`src/rtl/night_fade_ctrl_pkg.sv`:
```
// Shared types for the day/night fade controller.
// Holds the phase encoding, the fade level width and a phase decode helper.
package night_fade_ctrl_pkg;

  localparam int LEVEL_W = 4;

  typedef enum logic [1:0] {
    DAY   = 2'd0,
    DUSK  = 2'd1,
    NIGHT = 2'd2,
    DAWN  = 2'd3
  } fade_state_t;

  // Night is "on" while the screen is darkening or fully dark.
  function automatic logic is_dark(input fade_state_t s);
    return (s == DUSK) || (s == NIGHT);
  endfunction

endpackage

```
`src/rtl/night_fade_ctrl_ticker.sv`:
```
// Free-running divider that emits a one-cycle step tick every 2**W clocks.
// A synchronous clear restarts the count so a game restart realigns the ramp.
module night_fade_ctrl_ticker #(
  parameter int W = 23
) (
  input  logic clk,
  input  logic rst_n,
  input  logic clear,
  output logic step_tick
);

  logic [W-1:0] count_reg;

  always_ff @(posedge clk or negedge rst_n) begin
    if (!rst_n) begin
      count_reg <= '0;
    end else if (clear) begin
      count_reg <= '0;
    end else begin
      count_reg <= count_reg + W'(1);
    end
  end

  assign step_tick = &count_reg;

endmodule

```
`src/rtl/night_fade_ctrl.sv`:
```
// Day/night fade level generator driven by game score milestones.
// Ramps fade_level up at dusk and down at dawn, one step per divider tick.
module night_fade_ctrl
  import night_fade_ctrl_pkg::*;
#(
  parameter int SCORE_W    = 14,
  parameter int MILESTONE  = 700,
  parameter int NIGHT_SPAN = 150,
  parameter int STEP_DIV_W = 23,
  parameter int LEVEL_MAX  = 15
) (
  input  logic               clk,
  input  logic               rst_n,
  input  logic [SCORE_W-1:0] game_score,
  output logic [LEVEL_W-1:0] fade_level,
  output logic               night,
  output logic               fade_busy,
  output logic               night_start
);

  localparam int TW = SCORE_W + 1;
  localparam logic [TW-1:0]      MS_INIT = TW'(MILESTONE);
  localparam logic [TW-1:0]      TH_SAT  = '1;
  localparam logic [LEVEL_W-1:0] LVL_MAX = LEVEL_W'(LEVEL_MAX);

  if (MILESTONE <= 0) begin : g_bad_milestone
    $error("MILESTONE must be nonzero");
  end
  if (NIGHT_SPAN >= MILESTONE) begin : g_bad_span
    $error("NIGHT_SPAN must be smaller than MILESTONE");
  end
  if (LEVEL_MAX < 1 || LEVEL_MAX > 15) begin : g_bad_level
    $error("LEVEL_MAX must fit in 4 bits");
  end

  fade_state_t        state_reg, state_next;
  logic [LEVEL_W-1:0] level_reg, level_next;
  logic [TW-1:0]      next_ms_reg, next_ms_next;
  logic [TW-1:0]      night_end_reg, night_end_next;
  logic               night_start_reg, night_start_next;

  logic          step_tick;
  logic          restart;
  logic          ms_hit;
  logic          end_hit;
  logic [TW-1:0] score_ext;
  logic [TW:0]   ms_sum;
  logic [TW:0]   end_sum;

  assign restart   = (game_score == '0);
  assign score_ext = {1'b0, game_score};
  assign ms_hit    = (score_ext >= next_ms_reg);
  assign end_hit   = is_dark(state_reg) && !ms_hit && (score_ext >= night_end_reg);

  // One extra bit catches overflow so the thresholds saturate instead of wrapping.
  assign ms_sum  = {1'b0, next_ms_reg} + (TW + 1)'(MILESTONE);
  assign end_sum = {1'b0, score_ext} + (TW + 1)'(NIGHT_SPAN);

  night_fade_ctrl_ticker #(
    .W(STEP_DIV_W)
  ) u_ticker (
    .clk      (clk),
    .rst_n    (rst_n),
    .clear    (restart),
    .step_tick(step_tick)
  );

  always_comb begin
    state_next       = state_reg;
    level_next       = level_reg;
    next_ms_next     = next_ms_reg;
    night_end_next   = night_end_reg;
    night_start_next = 1'b0;

    if (restart) begin
      state_next     = DAY;
      level_next     = '0;
      next_ms_next   = MS_INIT;
      night_end_next = '0;
    end else begin
      if (ms_hit) begin
        next_ms_next     = ms_sum[TW]  ? TH_SAT : ms_sum[TW-1:0];
        night_end_next   = end_sum[TW] ? TH_SAT : end_sum[TW-1:0];
        night_start_next = 1'b1;
      end

      case (state_reg)
        DAY: begin
          if (ms_hit) state_next = DUSK;
        end
        DUSK: begin
          if (step_tick && level_reg < LVL_MAX) level_next = level_reg + LEVEL_W'(1);
          if (end_hit) state_next = DAWN;
          else if (level_reg == LVL_MAX) state_next = NIGHT;
        end
        NIGHT: begin
          if (end_hit) state_next = DAWN;
        end
        DAWN: begin
          if (step_tick && level_reg != '0) level_next = level_reg - LEVEL_W'(1);
          if (ms_hit) state_next = DUSK;
          else if (level_reg == '0) state_next = DAY;
        end
        default: state_next = DAY;
      endcase
    end
  end

  always_ff @(posedge clk or negedge rst_n) begin
    if (!rst_n) begin
      state_reg       <= DAY;
      level_reg       <= '0;
      next_ms_reg     <= MS_INIT;
      night_end_reg   <= '0;
      night_start_reg <= 1'b0;
    end else begin
      state_reg       <= state_next;
      level_reg       <= level_next;
      next_ms_reg     <= next_ms_next;
      night_end_reg   <= night_end_next;
      night_start_reg <= night_start_next;
    end
  end

  assign fade_level  = level_reg;
  assign night       = is_dark(state_reg);
  assign fade_busy   = (state_reg == DUSK) || (state_reg == DAWN);
  assign night_start = night_start_reg;

endmodule

```
`config.mk`:
```
export PLATFORM = sky130hd
export DESIGN_NAME = night_fade_ctrl
export DESIGN_NICKNAME = d
export VERILOG_FILES = /design/src/rtl/night_fade_ctrl_pkg.sv /design/src/rtl/night_fade_ctrl_ticker.sv /design/src/rtl/night_fade_ctrl.sv
export SDC_FILE = /design/constraint.sdc
export NUM_CORES = 1
export LEC_CHECK = 0
export CAP_MARGIN = 20
export CORE_ASPECT_RATIO = 0.9
export CORE_MARGIN = 4
export CORE_UTILIZATION = 64
export CTS_CLUSTER_DIAMETER = 60
export DETAILED_ROUTE_END_ITERATION = 8
export PLACE_DENSITY = 0.94
export SETUP_SLACK_MARGIN = 0.15
export SLEW_MARGIN = 25
export SYNTH_ARGS = -nofsm -noshare
export SYNTH_HDL_FRONTEND = slang
export SYNTH_SLANG_ARGS = --single-unit
```
`constraint.sdc`:
```
create_clock -name clk -period 7.2 [get_ports clk]
set_input_delay 0.72 -clock clk [delete_from_list [all_inputs] [get_ports clk]]
set_output_delay 0.72 -clock clk [all_outputs]
set_load 0.05 [all_outputs]
```
==> metrics <==
status completed; prevailing post-synth register cell dfrtp_1; I/O pins 23; reg2reg end state_reg[1]; Placement Cell Area 3970 um^2; combinational family with the most area after synthesis simple AND/OR/NAND/NOR gates; most common library cell in the layout ignoring fill and taps dfrtp_1; initial antenna violation count 0; WP data arrival 3.89 ns; Mapped Avg Cell Area 8.99 um^2; commonest non-fill, non-tap cells in the layout dfrtp_1 (53), nor2_1 (51), ha_1 (37); Distinct cells, synth 42; Async S/R FF share, synth 100%; Setup WS pre-CTS 3.40 ns; setup bufs post-CTS 0; post-synthesis compound-gate area fraction 12.9%; final hold viol count 0; share of post-route cells with drive strength above 1 6.59%; Detailed Routing Iterations Pass 1 5; GR Util met3 7.18%; Syn Std Cell Area 3690 um^2; Clk pin slew, worst setup/hold paths 0.06 ns; post-synthesis mux area share 0.271%; Filler cells 358; CTS tree yes; Critical Path Source game_score[12]; flop and latch count out of synthesis 59; clk sinks 59; Post-DRT Antenna Nets 0; Clock power frac 20.5%; GPL Wtd Cong 0.876; peak supply drop 0.291 mV; 1st-iter DRT viols 171; Worst setup SP type input port; post-synthesis adder-cell area fraction 13.1%; EDFF count, synth 0; Peak Freq 275 MHz; synth-to-layout area growth 13.2%; CTS buffer count 9; CTS Buffer Depth 2; Std-Cell Rows 25; Comb power frac 46.3%; max-slew violations 0; vias in the first global route 3044; FF-to-FF Start next_ms_reg[12]; Max Clock Skew 0.00901 ns; Pwr Density 381 nW/um^2; most used routing layer met2; largest net degree at the start of global routing 60; total track usage 26.0%; Max-Cap Viols 0; Vias/cell 5.97; path depth of the worst reg2reg path 9; Yosys Warn Count 0; Worst Path Max Fanout 21; total wire length 8.25 mm; I/O Buffers 22; Post-Synth XOR/XNOR Area 9.01%; hold slack final 0.513 ns; Hold Buf Count CTS 0; width of the die 88.1 um; P_int 0.933 mW; global-route wire length before repair 14.0 mm; fin crit period 3.64 ns; final instance area 4180 um^2; final net count 489; DP HPWL 5.71 mm; crit path kind input port to flip-flop; max FFs per register 23; Synth Area in Simple Gates 19.8%; leakage 1.95 nW; Worst Path Required 7.45 ns; ANT cells 0; Final Non-Filler Cells 507; Least-Margin Pin Slew 0.813 ns; clk_lat worst skew 0.34 ns; CP endpoint kind flip-flop; setup violators final 0; Initial Utilization 68.3%; Core Area 5410 um^2; DRC 0; placed cell count 491; area of the die 7050 um^2; H-tree depth 3; die height 80.1 um; Fin Setup TNS 0 ns; GRT overflow 0; Syn Inst Count 411; M1 GR Usage 32.3%; sw power 0.661 mW; Root Driver clkbuf_8; Worst Setup EP state_reg[1]; sequential share of the synthesized area 40.2%; Sw Ratio 41.5%; internal reg-to-reg setup slack 4.03 ns; met2 usage 43.1%; RSZ-0062 raised after global routing false; via count 3025; Avg WL per Cell 16.3 um; final worst-path cycle share 50.5%; Slew HR 45.8%; Worst Hold Class input port to asynchronous set/reset pin; cts repair resizes 0; Mapped Nets 465; final setup margin 3.56 ns; Reg power frac 33.2%
==> per-stage QoR <==
stage	utilization (%)	total power, mW
after floorplan	-	1.05
after global placement	73.4	1.19
after detailed placement	73.4	1.25
after CTS	77.3	1.59
after global routing	77.3	1.72
final	77.3	1.59
==> cell type report <==
class / count / area [um^2] / share of cell area, %
multi-input combinational: 305 / 2040 / 48.7
sequential: 59 / 1480 / 35.5
timing repair buffer: 25 / 238 / 5.69
clock buffer: 11 / 131 / 3.14
inverter: 35 / 131 / 3.14
tap: 67 / 83.8 / 2.00
clock inverter: 5 / 77.6 / 1.86
==> critical path: stages <==
cell	delay, ns
clkdlybuf4s50_1	0.50
ha_1	0.35
a211oi_1	0.33
o2bb2ai_1	0.14
a31oi_1	0.27
o21a_1	0.72
a21oi_1	0.24
or3b_1	0.45
a21oi_1	0.17
==> kinds of logic (layout without fill, tap and decap cells) <==
group                      after synthesis  after routing
and+or+nand+nor                        147            147
AOI/OAI and AO/OA                       81             81
xor gates and xnor gates                38             38
muxes                                    1              1
DFF                                     59             59
adders and majority gates               38             38
buffers and inverters                   47             76
==> synth_stat cells (all sizes together) (6+ instances only) <==
cell | n | share of area [%]
a211oi | 10 | 2.0
a21oi | 32 | 4.3
and3 | 6 | 1.2
clkbuf | 11 | 1.1
dfrtp | 53 | 36
dfstp | 6 | 4.3
ha | 37 | 13
inv | 35 | 3.6
nand2 | 35 | 3.6
nand3 | 12 | 1.6
nand4 | 11 | 2.3
nor2 | 51 | 5.2
o21ai | 22 | 3.0
or3 | 6 | 1.0
xnor2 | 17 | 4.0
xor2 | 21 | 5.0
==> power by group through the flow <==
stage	combinational [mW]	sequential (mW)	clock, mW
floorplan	0.517	0.532	0
global placement	0.667	0.522	0
detailed placement	0.720	0.528	0
CTS	0.735	0.526	0.332
global route	0.827	0.542	0.348
finish	0.738	0.528	0.328
==> per-layer routing <==
metal,vias to the layer above,part of all wire (%)
met4,0,1.6
li1,1465,-
met3,17,6.3
met1,1440,42
met2,103,50
met5,-,0
==> worst min path at each step <==
stage	cells past startpoint	startpoint	slack (ns)	end
global route	2	night_end_reg[14]	0.53	night_end_reg[14]
finish	2	rst_n	0.51	next_ms_reg[12]
floorplan	0	rst_n	0.42	fade_level[0]
detailed placement	2	night_end_reg[14]	0.51	night_end_reg[14]
global placement	2	next_ms_reg[14]	0.49	next_ms_reg[14]
CTS	2	night_end_reg[14]	0.51	night_end_reg[14]
Power figures use the tool's default switching activity.
